==> src/rtl/alu_disp_pkg.sv <==
// rtl/alu_disp_pkg.sv - shared types and constants for the ALU result BCD display
// Purpose: FSM state type, 7-segment glyph table, digit-select one-hot codes and
//          one double-dabble iteration helper.
// Ports: none (package).
package alu_disp_pkg;

    typedef enum logic {
        IDLE = 1'b0,
        CONV = 1'b1
    } state_e;

    // Glyphs as {g,f,e,d,c,b,a}, active-high.
    localparam logic [6:0] SEG_LUT [0:9] = '{
        7'b0111111,  // 0
        7'b0000110,  // 1
        7'b1011011,  // 2
        7'b1001111,  // 3
        7'b1100110,  // 4
        7'b1101101,  // 5
        7'b1111101,  // 6
        7'b0000111,  // 7
        7'b1111111,  // 8
        7'b1101111   // 9
    };

    localparam logic [6:0] SEG_BLANK = 7'b0000000;

    localparam logic [2:0] DIG_HUND = 3'b100;
    localparam logic [2:0] DIG_TENS = 3'b010;
    localparam logic [2:0] DIG_ONES = 3'b001;

    // One double-dabble iteration on {hund,tens,ones,binary}: every BCD nibble
    // that is 5 or more gets +3, then the whole register shifts left by one.
    function automatic logic [19:0] dd_step(input logic [19:0] r);
        logic [19:0] a;
        a = r;
        if (a[11:8]  >= 4'd5) a[11:8]  = a[11:8]  + 4'd3;
        if (a[15:12] >= 4'd5) a[15:12] = a[15:12] + 4'd3;
        if (a[19:16] >= 4'd5) a[19:16] = a[19:16] + 4'd3;
        return {a[18:0], 1'b0};
    endfunction

endpackage

==> src/rtl/bcd_to_seg7.sv <==
// rtl/bcd_to_seg7.sv - combinational BCD nibble to 7-segment decoder with blanking
// Purpose: maps a 0..9 nibble to its glyph; blank request or 10..15 give all-off.
// Ports:
//   nibble_i  in  4  BCD digit
//   blank_i   in  1  force all segments off
//   seg_o     out 7  segments {g,f,e,d,c,b,a}, active-high
module bcd_to_seg7
    import alu_disp_pkg::*;
(
    input  logic [3:0] nibble_i,
    input  logic       blank_i,
    output logic [6:0] seg_o
);

    always_comb begin
        seg_o = SEG_BLANK;
        if (!blank_i && (nibble_i <= 4'd9)) begin
            seg_o = SEG_LUT[nibble_i];
        end
    end

endmodule

==> src/rtl/alu_result_bcd_display.sv <==
// rtl/alu_result_bcd_display.sv - 8-bit result to 3-digit BCD with muxed 7-segment drive
// Purpose: accepts an ALU result with a valid/ready handshake, converts it to BCD
//          in 8 cycles with a sequential double-dabble engine, and scans the three
//          digits onto a shared 7-segment bus.
// Ports:
//   clk, rst_n         clock, asynchronous active-low reset
//   res_valid/ready    result handshake, res_data 8-bit unsigned result
//   bcd_done           one-cycle pulse when new digits land
//   bcd_hund/tens/ones converted digits
//   seg, dig_sel       registered segment pattern and one-hot digit enable
module alu_result_bcd_display
    import alu_disp_pkg::*;
#(
    parameter int unsigned REFRESH_DIV = 1000,
    parameter bit          BLANK_LZ    = 1'b1
) (
    input  logic       clk,
    input  logic       rst_n,
    input  logic       res_valid,
    input  logic [7:0] res_data,
    output logic       res_ready,
    output logic       bcd_done,
    output logic [3:0] bcd_hund,
    output logic [3:0] bcd_tens,
    output logic [3:0] bcd_ones,
    output logic [6:0] seg,
    output logic [2:0] dig_sel
);

    localparam logic [15:0] PRE_LAST = 16'(REFRESH_DIV - 1);

    state_e      state_q;
    logic [19:0] shreg_q;
    logic [2:0]  cnt_q;
    logic        ready_q;
    logic        done_q;
    logic [3:0]  hund_q, tens_q, ones_q;

    logic [19:0] step;
    logic        conv_last;
    logic [3:0]  hund_d, tens_d, ones_d;

    assign step      = dd_step(shreg_q);
    assign conv_last = (state_q == CONV) && (cnt_q == 3'd7);

    // Next digit values are exposed so the display can decode them in the same
    // edge the digit registers update.
    assign hund_d = conv_last ? step[19:16] : hund_q;
    assign tens_d = conv_last ? step[15:12] : tens_q;
    assign ones_d = conv_last ? step[11:8]  : ones_q;

    always_ff @(posedge clk or negedge rst_n) begin
        if (!rst_n) begin
            state_q <= IDLE;
            shreg_q <= 20'd0;
            cnt_q   <= 3'd0;
            ready_q <= 1'b0;
            done_q  <= 1'b0;
            hund_q  <= 4'd0;
            tens_q  <= 4'd0;
            ones_q  <= 4'd0;
        end else begin
            done_q <= 1'b0;
            case (state_q)
                IDLE: begin
                    if (res_valid && ready_q) begin
                        shreg_q <= {12'd0, res_data};
                        cnt_q   <= 3'd0;
                        ready_q <= 1'b0;
                        state_q <= CONV;
                    end else begin
                        ready_q <= 1'b1;
                    end
                end
                CONV: begin
                    shreg_q <= step;
                    cnt_q   <= cnt_q + 3'd1;
                    if (cnt_q == 3'd7) begin
                        hund_q  <= hund_d;
                        tens_q  <= tens_d;
                        ones_q  <= ones_d;
                        done_q  <= 1'b1;
                        ready_q <= 1'b1;
                        state_q <= IDLE;
                    end
                end
                default: state_q <= IDLE;
            endcase
        end
    end

    // Display scan
    logic [15:0] pre_q, pre_d;
    logic [2:0]  sel_q, sel_d;
    logic [6:0]  seg_q, seg_d;
    logic [3:0]  mux_nib;
    logic        mux_blank;

    always_comb begin
        pre_d = pre_q + 16'd1;
        sel_d = sel_q;
        if (pre_q == PRE_LAST) begin
            pre_d = 16'd0;
            sel_d = {sel_q[1:0], sel_q[2]};
        end
    end

    // Select the digit that will be enabled after this edge so seg and dig_sel
    // always move together.
    always_comb begin
        mux_nib   = ones_d;
        mux_blank = 1'b0;
        case (sel_d)
            DIG_HUND: begin
                mux_nib   = hund_d;
                mux_blank = BLANK_LZ && (hund_d == 4'd0);
            end
            DIG_TENS: begin
                mux_nib   = tens_d;
                mux_blank = BLANK_LZ && (hund_d == 4'd0) && (tens_d == 4'd0);
            end
            default: begin
                mux_nib   = ones_d;
                mux_blank = 1'b0;
            end
        endcase
    end

    bcd_to_seg7 u_dec (
        .nibble_i (mux_nib),
        .blank_i  (mux_blank),
        .seg_o    (seg_d)
    );

    always_ff @(posedge clk or negedge rst_n) begin
        if (!rst_n) begin
            pre_q <= 16'd0;
            sel_q <= DIG_ONES;
            seg_q <= SEG_LUT[0];
        end else begin
            pre_q <= pre_d;
            sel_q <= sel_d;
            seg_q <= seg_d;
        end
    end

    assign res_ready = ready_q;
    assign bcd_done  = done_q;
    assign bcd_hund  = hund_q;
    assign bcd_tens  = tens_q;
    assign bcd_ones  = ones_q;
    assign seg       = seg_q;
    assign dig_sel   = sel_q;

endmodule

==> config.mk <==
export PLATFORM = sky130hd
export DESIGN_NAME = alu_result_bcd_display
export DESIGN_NICKNAME = d
export VERILOG_FILES = /design/src/rtl/alu_disp_pkg.sv /design/src/rtl/bcd_to_seg7.sv /design/src/rtl/alu_result_bcd_display.sv
export SDC_FILE = /design/constraint.sdc
export NUM_CORES = 1
export LEC_CHECK = 0
export BUFFER_PORTS_ARGS = -buffer_cell sky130_fd_sc_hd__buf_2
export CAP_MARGIN = 20
export CORE_MARGIN = 10
export CORE_UTILIZATION = 45
export CTS_CLUSTER_DIAMETER = 200
export CTS_CLUSTER_SIZE = 12
export DETAILED_ROUTE_END_ITERATION = 10
export MAX_ROUTING_LAYER = met4
export SETUP_SLACK_MARGIN = 0.4
export SKIP_LAST_GASP = 1
export SYNTH_ARGS = -nofsm -noshare
export SYNTH_HDL_FRONTEND = slang
export SYNTH_SLANG_ARGS = --single-unit
==> constraint.sdc <==
create_clock -name clk -period 5.7 [get_ports clk]
set_input_delay 0.57 -clock clk [delete_from_list [all_inputs] [get_ports clk]]
set_output_delay 0.57 -clock clk [all_outputs]
set_load 0.005 [all_outputs]
==> impl_metrics.json <==
{
  "worstRegToRegCells": 11,
  "portBuffers": 34,
  "crit_fanout": 14,
  "drt-total-wl_um": 7330,
  "dpl.cell_count": 453,
  "synthTopCellsByArea": "dfrtp_1, nand2_1, dfstp_2",
  "start_kind": "register",
  "tns_ns": 0,
  "final_common_cell": "dfrtp_1",
  "antenna_cells": 0,
  "synth_ff_type": "dfrtp_1",
  "cts-buffers-inserted": 9,
  "worstSetupEndpointType": "register",
  "ys_seq_area_share_pct": 48.3,
  "coreArea_mm2": 0.00721,
  "crit_required_ns": 5.97,
  "grt_max_degree": 65,
  "rrSetupSlack_ns": 2.33,
  "cts_tree": "yes",
  "htree_num_levels": 3,
  "syn_area_mm2": 0.00333,
  "areaGrowthSynthToFinish_pct": 12.3,
  "synth-edff-count": 0,
  "insertion_delay_ns": 0.35,
  "grt_pass1_vias": 2526,
  "start_util_pct": 46.2,
  "skew_ns": 0.00981,
  "wire_per_inst_um": 15.6,
  "finalInstanceArea_mm2": 0.00374,
  "place_congestion": 0.846,
  "cts.path.max_buffers": 2,
  "grt_use_met1_pct": 18.4,
  "rsz0062_at_grt": "no",
  "dr_total_vias": 2543,
  "ant_nets": 0,
  "ys_seq_elements": 64,
  "post-route-drc-count": 0,
  "worst_pin_slew_ns": 0.813,
  "dp_hpwl_um": 5120,
  "final_cells": 469,
  "overflow": 0,
  "grt_pass1_wl_um": 12600,
  "postSynthAreaPerCell_um2": 10.0,
  "clock_sinks": 64,
  "synth-warning-count": 0,
  "place_area_mm2": 0.00358,
  "post-cts-setup-buffers": 0,
  "yosys.area.top_type": "dfrtp_1",
  "row_count": 31,
  "nets": 390,
  "ioPinCount": 35,
  "hold_buffers": 0,
  "met2_usage_pct": 20.1,
  "mostFrequentLayoutCells": "dfrtp_1, nand2_1, buf_2",
  "crit_arrival_ns": 3.64,
  "status": "finished clean",
  "final.min_clock_period_ns": 3.37,
  "dr.pass1.iters": 4,
  "power.density_mw_per_mm2": 510,
  "cap_violations": 0,
  "postCtsResizedCells": 0,
  "async_flop_share_pct": 100,
  "die_area_mm2": 0.0112,
  "path_clk_slew_ns": 0.08,
  "die_h_um": 106,
  "synth_top_area_share_pct": 42.8,
  "antenna_found_initial": 0,
  "die_w_um": 106,
  "fmax_mhz": 297,
  "regToRegStartpoint": "cnt_q[0]",
  "via_per_inst": 5.42,
  "setup_viol": 0,
  "synthCells": 332,
  "grt_use_met3_pct": 4.53,
  "cellLeakagePower_nw": 1.78,
  "drtIter0Drc": 80,
  "finalCritPeriodShare_pct": 59.1,
  "drive_gt1_share_pct": 21.4,
  "busiest_layer": "met2",
  "hold_violations": 0,
  "slew_headroom_pct": 45.8,
  "yosys.cell_types.count": 50,
  "peakVddDrop_uv": 235,
  "min_path_type": "primary input to async pin",
  "grt_usage_pct": 14.1,
  "clock-root-buffer": "clkbuf_8",
  "syn-num-nets": 357,
  "rr_endpoint": "seg[4]",
  "critPathKind": "register to register",
  "maxSlewViolCount": 0
}
where the power goes:
part	switching (mW)	total (mW)	internal, mW
Combinational	0.501	0.846	0.345
Sequential	0.101	0.726	0.625
Clock	0.183	0.339	0.155
Total	0.785	1.91	1.13
metrics by stage:
| step | power, mW | setup slack (ns) | hold slack (ns) | utilization, % |
|---|---|---|---|---|
| floorplan | 1.32 | 2.84 | 0.274 | - |
| global placement | 1.56 | 2.43 | 0.444 | 49.6 |
| detailed placement | 1.59 | 2.36 | 0.454 | 49.6 |
| CTS | 1.94 | 2.32 | 0.411 | 51.9 |
| global route | 2.08 | 1.92 | 0.454 | 51.9 |
| finish | 1.91 | 2.33 | 0.396 | 51.9 |
cell usage after synthesis (all sizes together) (5+ instances only):
cell     n
dfrtp   57
nand2   51
nor2    21
o21ai   20
inv     18
a21oi   14
ha      14
mux2i   13
clkbuf  12
a31oi    9
nand3    9
xnor2    8
xor2     8
dfstp    7
nand2b   7
a221oi   5
a31o     5
metal layers:
metal / routed length [um] / vias up
met4: 119 / 0
met2: 3350 / 55
met5: 0 / -
met1: 3440 / 1237
li1: - / 1237
met3: 414 / 14
kinds of logic (layout without fill, tap and decap cells):
logic type / Yosys count / count (layout) / synth area share (%)
and+or+nand+nor: 116 / 116 / 18.0
AOI/OAI and AO/OA: 75 / 75 / 15.3
DFF: 64 / 64 / 48.3
buffers and inverters: 32 / 70 / 3.87
xor gates and xnor gates: 16 / 16 / 4.20
muxes: 15 / 15 / 5.07
adders and majority gates: 14 / 14 / 5.26
final cells by class:
cell class	count	area, um^2
Fill cell	683	3470
Sequential cell	64	1610
Multi-Input combinational cell	236	1590
Timing Repair Buffer	36	185
Clock buffer	10	128
Tap cell	99	124
Inverter	18	67.6
Clock inverter	6	36.3
sequential cells by signal, indices dropped and copies added, names as in the netlist:
| name | flops |
|---|---|
| bcd_done | 1 |
| bcd_hund | 4 |
| bcd_ones | 4 |
| bcd_tens | 4 |
| cnt_q | 3 |
| dig_sel | 3 |
| pre_q | 16 |
| res_ready | 1 |
| seg | 7 |
| shreg_q | 20 |
| state_q | 1 |
critical path, cell delays in order (launching register included):
cell and delay, ns:
dfrtp_1 0.41, ha_1 0.21, ha_1 0.24, nand2_1 0.35, nor2_1 0.08, a221oi_1 0.53
o22ai_1 0.14, a31oi_1 0.41, ha_1 0.28, o221ai_1 0.14, a22o_1 0.32, a221oi_2 0.19
worst max-delay path by stage:
stage / slack (ns) / end / start
after floorplan: 2.84 / seg[4] / cnt_q[0]
after global placement: 2.43 / seg[4] / cnt_q[0]
after detailed placement: 2.36 / seg[4] / cnt_q[0]
after CTS: 2.32 / seg[4] / cnt_q[0]
after global routing: 1.92 / seg[4] / cnt_q[0]
final: 2.33 / seg[4] / cnt_q[0]
Power figures use the tool's default switching activity.
